### config.mk
export PLATFORM = sky130hd
export DESIGN_NAME = triple_port_arbiter
export DESIGN_NICKNAME = d
export VERILOG_FILES = /design/src/rtl/arbiter_pkg.sv /design/src/rtl/arb_pick3.sv /design/src/rtl/triple_port_arbiter.sv
export SDC_FILE = /design/constraint.sdc
export NUM_CORES = 1
export LEC_CHECK = 0
export CAP_MARGIN = 40
export CORE_AREA = 2 2 161 163
export CTS_BUF_LIST = sky130_fd_sc_hd__clkbuf_8
export DETAILED_ROUTE_END_ITERATION = 8
export DIE_AREA = 0 0 163 165
export SYNTH_ARGS = -nofsm -noshare
export SYNTH_HDL_FRONTEND = slang
export SYNTH_HIERARCHICAL = 1
export SYNTH_SLANG_ARGS = --single-unit
### constraint.sdc
create_clock -name i_clock -period 4.7 [get_ports i_clock]
set_input_delay 0.47 -clock i_clock [delete_from_list [all_inputs] [get_ports i_clock]]
set_output_delay 0.47 -clock i_clock [all_outputs]
set_load 0.1 [all_outputs]
### src/rtl/arbiter_pkg.sv
// Shared types for the three-port DMA bus arbiter: FSM states, port indices
// and the registered bus request payload.
package arbiter_pkg;

  localparam int unsigned ADDR_W    = 32;
  localparam int unsigned DATA_W    = 32;
  localparam int unsigned MASK_W    = 4;
  localparam int unsigned NUM_PORTS = 3;

  typedef enum logic [1:0] {
    IDLE = 2'd0,
    BUSY = 2'd1,
    ACK  = 2'd2
  } arb_state_t;

  typedef logic [1:0] arb_port_t;

  localparam arb_port_t PORT_A = 2'd0;
  localparam arb_port_t PORT_B = 2'd1;
  localparam arb_port_t PORT_C = 2'd2;

  typedef struct packed {
    logic              rw;
    logic [ADDR_W-1:0] address;
    logic [DATA_W-1:0] wdata;
    logic [MASK_W-1:0] wmask;
  } bus_req_t;

endpackage

### src/rtl/arb_pick3.sv
// Combinational three-way grant picker. ARBITER_ROUND_ROBIN_EN selects
// round-robin starting after the last grant; otherwise fixed priority a > b > c.
module arb_pick3
  import arbiter_pkg::*;
(
  input  logic [NUM_PORTS-1:0] request,
  input  arb_port_t            last,
  output arb_port_t            grant,
  output logic                 valid
);

`ifdef ARBITER_ROUND_ROBIN_EN
  arb_port_t first, second, third;

  // Search order rotates so the port after the last grant is tried first.
  always_comb begin
    first  = PORT_A;
    second = PORT_B;
    third  = PORT_C;
    case (last)
      PORT_A: begin first = PORT_B; second = PORT_C; third = PORT_A; end
      PORT_B: begin first = PORT_C; second = PORT_A; third = PORT_B; end
      default: begin first = PORT_A; second = PORT_B; third = PORT_C; end
    endcase
  end

  always_comb begin
    grant = PORT_A;
    valid = |request;
    if (request[first])       grant = first;
    else if (request[second]) grant = second;
    else if (request[third])  grant = third;
  end
`else
  logic unused_last;
  assign unused_last = ^last;

  always_comb begin
    grant = PORT_A;
    valid = |request;
    if (request[0])      grant = PORT_A;
    else if (request[1]) grant = PORT_B;
    else if (request[2]) grant = PORT_C;
  end
`endif

endmodule

### src/rtl/triple_port_arbiter.sv
// Merges three DMA request/ready masters onto one registered bus master port,
// one transaction at a time. Define ARBITER_ROUND_ROBIN_EN for round-robin grants.
module triple_port_arbiter
  import arbiter_pkg::*;
(
  input  logic              i_clock,
  input  logic              i_reset,
  input  logic              i_pa_request,
  input  logic              i_pa_rw,
  input  logic [ADDR_W-1:0] i_pa_address,
  input  logic [DATA_W-1:0] i_pa_wdata,
  input  logic [MASK_W-1:0] i_pa_wmask,
  output logic              o_pa_ready,
  output logic [DATA_W-1:0] o_pa_rdata,
  input  logic              i_pb_request,
  input  logic              i_pb_rw,
  input  logic [ADDR_W-1:0] i_pb_address,
  input  logic [DATA_W-1:0] i_pb_wdata,
  input  logic [MASK_W-1:0] i_pb_wmask,
  output logic              o_pb_ready,
  output logic [DATA_W-1:0] o_pb_rdata,
  input  logic              i_pc_request,
  input  logic              i_pc_rw,
  input  logic [ADDR_W-1:0] i_pc_address,
  input  logic [DATA_W-1:0] i_pc_wdata,
  input  logic [MASK_W-1:0] i_pc_wmask,
  output logic              o_pc_ready,
  output logic [DATA_W-1:0] o_pc_rdata,
  output logic              o_bus_request,
  output logic              o_bus_rw,
  output logic [ADDR_W-1:0] o_bus_address,
  output logic [DATA_W-1:0] o_bus_wdata,
  output logic [MASK_W-1:0] o_bus_wmask,
  input  logic              i_bus_ready,
  input  logic [DATA_W-1:0] i_bus_rdata
);

  arb_state_t           state_q, state_d;
  bus_req_t             bus_q, bus_d;
  logic                 bus_request_q, bus_request_d;
  logic [NUM_PORTS-1:0] ready_q, ready_d;
  logic [DATA_W-1:0]    rdata_q, rdata_d;
  arb_port_t            grant_q, grant_d;
  arb_port_t            last;
  arb_port_t            pick_grant;
  logic                 pick_valid;
  logic [NUM_PORTS-1:0] req_vec;
  bus_req_t             pick_req;

  assign req_vec = {i_pc_request, i_pb_request, i_pa_request};

`ifdef ARBITER_ROUND_ROBIN_EN
  arb_port_t last_q, last_d;
  assign last = last_q;
`else
  assign last = PORT_C;
`endif

  arb_pick3 u_pick (
    .request (req_vec),
    .last    (last),
    .grant   (pick_grant),
    .valid   (pick_valid)
  );

  // Payload of the port the picker selected.
  always_comb begin
    case (pick_grant)
      PORT_B:  pick_req = '{rw: i_pb_rw, address: i_pb_address, wdata: i_pb_wdata, wmask: i_pb_wmask};
      PORT_C:  pick_req = '{rw: i_pc_rw, address: i_pc_address, wdata: i_pc_wdata, wmask: i_pc_wmask};
      default: pick_req = '{rw: i_pa_rw, address: i_pa_address, wdata: i_pa_wdata, wmask: i_pa_wmask};
    endcase
  end

  // Next-state and next-output logic; every register holds unless updated.
  always_comb begin
    state_d       = state_q;
    bus_d         = bus_q;
    bus_request_d = bus_request_q;
    ready_d       = '0;
    rdata_d       = rdata_q;
    grant_d       = grant_q;
`ifdef ARBITER_ROUND_ROBIN_EN
    last_d        = last_q;
`endif
    case (state_q)
      IDLE: begin
        if (pick_valid) begin
          bus_d         = pick_req;
          bus_request_d = 1'b1;
          grant_d       = pick_grant;
          state_d       = BUSY;
        end
      end
      BUSY: begin
        if (i_bus_ready) begin
          rdata_d          = i_bus_rdata;
          bus_request_d    = 1'b0;
          ready_d[grant_q] = 1'b1;
          state_d          = ACK;
        end
      end
      ACK: begin
`ifdef ARBITER_ROUND_ROBIN_EN
        last_d  = grant_q;
`endif
        state_d = IDLE;
      end
      default: begin
        bus_request_d = 1'b0;
        state_d       = IDLE;
      end
    endcase
  end

  always_ff @(posedge i_clock) begin
    if (i_reset) begin
      state_q       <= IDLE;
      bus_q         <= '0;
      bus_request_q <= 1'b0;
      ready_q       <= '0;
      rdata_q       <= '0;
      grant_q       <= PORT_A;
`ifdef ARBITER_ROUND_ROBIN_EN
      last_q        <= PORT_C;
`endif
    end else begin
      state_q       <= state_d;
      bus_q         <= bus_d;
      bus_request_q <= bus_request_d;
      ready_q       <= ready_d;
      rdata_q       <= rdata_d;
      grant_q       <= grant_d;
`ifdef ARBITER_ROUND_ROBIN_EN
      last_q        <= last_d;
`endif
    end
  end

  assign o_bus_request = bus_request_q;
  assign o_bus_rw      = bus_q.rw;
  assign o_bus_address = bus_q.address;
  assign o_bus_wdata   = bus_q.wdata;
  assign o_bus_wmask   = bus_q.wmask;
  assign o_pa_ready    = ready_q[0];
  assign o_pb_ready    = ready_q[1];
  assign o_pc_ready    = ready_q[2];
  assign o_pa_rdata    = rdata_q;
  assign o_pb_rdata    = rdata_q;
  assign o_pc_rdata    = rdata_q;

endmodule

==> impl_metrics.xml <==
<?xml version="1.0" encoding="UTF-8"?>
<metrics>
  <group name="global_routing">
    <metric name="antenna_found_initial" unit="">0</metric>
    <metric name="grt_pass1_wl" unit="mm">36.7</metric>
    <metric name="grt.overflow.total" unit="">0</metric>
    <metric name="first_global_vias" unit="">6596</metric>
    <metric name="grt_max_degree" unit="">80</metric>
    <metric name="grt.total_usage" unit="%">17.5</metric>
  </group>
  <group name="clocking">
    <metric name="clk_pin_slew" unit="ns">0.11</metric>
    <metric name="cts_root_buffer" unit="">clkbuf_8</metric>
    <metric name="cts_made_buffers" unit="">9</metric>
    <metric name="tritoncts" unit="">built</metric>
    <metric name="post_cts_resize_count" unit="">0</metric>
    <metric name="max_buffers_root_to_sink" unit="">2</metric>
    <metric name="clk-insertion-delay-late" unit="ns">0.39</metric>
    <metric name="cts_htree_levels" unit="">3</metric>
    <metric name="cts.sink_count" unit="">109</metric>
    <metric name="number_of_buffers_added_for_setup_after_cts" unit="">0</metric>
    <metric name="cts.hold.buffers_added" unit="">0</metric>
  </group>
  <group name="routing">
    <metric name="vias_per_cell" unit="">4.59</metric>
    <metric name="dr.first_iter.drc_count" unit="">358</metric>
    <metric name="drc_errors" unit="">0</metric>
    <metric name="postRouteAntennaNets" unit="">0</metric>
    <metric name="detailroute.via_count" unit="">6331</metric>
    <metric name="finalWirelength" unit="mm">24.2</metric>
    <metric name="wire_per_inst" unit="um">17.5</metric>
    <metric name="drt_first_pass_iters" unit="">5</metric>
  </group>
  <group name="timing">
    <metric name="timing.final.hold_violations" unit="">0</metric>
    <metric name="grt_setup_unrepaired" unit="">no</metric>
    <metric name="max_clock_freq" unit="GHz">0.373</metric>
    <metric name="post-route-period-util" unit="%">57.1</metric>
    <metric name="worst_slew_pin_slew" unit="ns">0.865</metric>
    <metric name="setup_violations" unit="">0</metric>
    <metric name="fin_setup_tns" unit="ns">0</metric>
    <metric name="timing_max_transition_violations_final" unit="">0</metric>
    <metric name="final_period_minus_worst_setup_slack" unit="ns">2.68</metric>
    <metric name="finalClockSkew" unit="ns">0.0215</metric>
    <metric name="worst_slew_margin_rel" unit="%">42.3</metric>
  </group>
  <group name="cells_and_area">
    <metric name="layout-area-overhead-vs-synth" unit="%">133</metric>
    <metric name="filler_cell_count" unit="">2153</metric>
    <metric name="post_route_cells_drive_above_1_share" unit="%">19.1</metric>
    <metric name="fin_nets" unit="">1290</metric>
    <metric name="antenna_cells" unit="">0</metric>
    <metric name="mostFrequentLayoutCells" unit="">412 x clkdlybuf4s50_1, 123 x buf_8, 109 x dfxtp_1, 70 x nand2b_1</metric>
    <metric name="layout_commonest_cell" unit="">clkdlybuf4s50_1</metric>
  </group>
  <group name="setup_path">
    <metric name="crit_path_end_kind" unit="">register</metric>
    <metric name="critical_path_source_type" unit="">input pin</metric>
    <metric name="critPathRequiredTime" unit="ns">4.98</metric>
    <metric name="crit_chain" unit="">clkdlybuf4s50_1 -&gt; nor3b_1 -&gt; ha_4 -&gt; buf_16 -&gt; buf_4 -&gt; a221o_1 -&gt; a32o_1</metric>
    <metric name="setup_slack_of_the_worst_register_to_register_path" unit="ns">2.86</metric>
    <metric name="crit_type" unit="">in2reg</metric>
    <metric name="critPathMaxStageDelay" unit="ns">0.50</metric>
    <metric name="slowest_stage" unit="">nor3b_1</metric>
    <metric name="critical_path.max_fanout" unit="">79</metric>
    <metric name="worstPathArrival" unit="ns">2.97</metric>
  </group>
  <group name="power_and_ir_drop">
    <metric name="p_per_area" unit="mW/mm^2">287</metric>
    <metric name="ir_worst_vdd" unit="mV">0.151</metric>
    <metric name="totalPowerFinal" unit="mW">3.60</metric>
    <metric name="leakage" unit="nW">4.75</metric>
  </group>
  <group name="die">
    <metric name="dieArea" unit="sq mm">0.0269</metric>
    <metric name="ioPinCount" unit="">414</metric>
    <metric name="core-area" unit="sq mm">0.0250</metric>
    <metric name="die_height" unit="um">165</metric>
    <metric name="chipWidth" unit="um">163</metric>
    <metric name="initial_core_util" unit="%">21.5</metric>
    <metric name="rows" unit="">58</metric>
  </group>
  <group name="synth">
    <metric name="post_synth_instance_area" unit="sq mm">0.00538</metric>
    <metric name="ys.warnings.count" unit="">6</metric>
    <metric name="number_of_nets_produced_by_synthesis" unit="">809</metric>
    <metric name="synthCells" unit="">562</metric>
    <metric name="avgSynthCellArea" unit="sq um">9.57</metric>
  </group>
  <group name="min_path">
    <metric name="hp-class" unit="">reg2reg</metric>
  </group>
  <group name="place">
    <metric name="finalWeightedCongestion" unit="">0.787</metric>
    <metric name="hpwlAfterDp" unit="mm">18.9</metric>
    <metric name="portBuffers" unit="">413</metric>
  </group>
  <group name="run">
    <metric name="maxCapViolations" unit="">0</metric>
  </group>
  <group name="status">
    <metric name="status" unit="">completed</metric>
  </group>
</metrics>
stage by stage:
step	utilization, %	cell area (sq um)	hold slack, ns	setup slack, ns	std cells
6_report	50.2	12600	0.469	2.02	1378
5_1_grt	50.2	12600	0.499	1.96	1378
4_1_cts	50.2	12600	0.480	2.09	1378
3_5_place_dp	49.3	12400	0.453	1.66	1362
3_3_place_gp	36.9	9240	0.448	1.49	1193
2_1_floorplan	-	5380	0.431	2.64	562
worst max-delay path: cells and delay by family:
kind	cells	cell delay [ns]
adder cells (fa/ha/maj)	1	0.37
buffers and inverters	3	1.01
AO/OA/AOI/OAI	2	0.52
AND/OR/NAND/NOR	1	0.50
state kept, by name, indices dropped and copies added (netlist names):
register / count
o_bus_rw: 1
o_bus_request: 1
o_bus_wmask: 4
ready_q: 3
state_q: 2
o_bus_wdata: 32
o_pa_rdata: 32
grant_q: 2
o_bus_address: 32
layer usage:
metal	track usage (%)	wire, um
met5	0	0
met4	7.48	786
met3	4.07	1700
met2	32.9	12900
met1	18.8	8790
path summary, 6_finish.rpt:
check / from / to / cells after the start
worst max register to register: state_q[1]$_SDFFE_PP0P_ / o_bus_wdata[11]$_SDFFE_PP0P_ / 4
worst min register to register: grant_q[0]$_SDFFE_PP0P_ / ready_q[0]$_SDFF_PP0_ / 1
worst min-delay path: grant_q[0]$_SDFFE_PP0P_ / ready_q[0]$_SDFF_PP0_ / 1
worst max-delay path: i_pc_request / o_bus_address[29]$_SDFFE_PP0P_ / 7
report_power, final:
group          total, mW  internal [mW]  leakage, nW  switching, mW
Sequential          1.06           1.00        0.895         0.0525
Combinational       1.93          0.838         3.74           1.09
Clock              0.614          0.266        0.109          0.348
Total               3.60           2.11         4.75           1.49
final cells by class:
type / instances / area, sq um / area share, %
clock inverters: 6 / 68.8 / 0.548
inverters: 2 / 7.51 / 0.0598
well taps: 330 / 413 / 3.29
multi-input cells: 330 / 2440 / 19.4
clock buffers: 10 / 138 / 1.10
flip-flops and latches: 109 / 2180 / 17.4
repair buffers: 591 / 7310 / 58.2
Power figures use the tool's default switching activity.
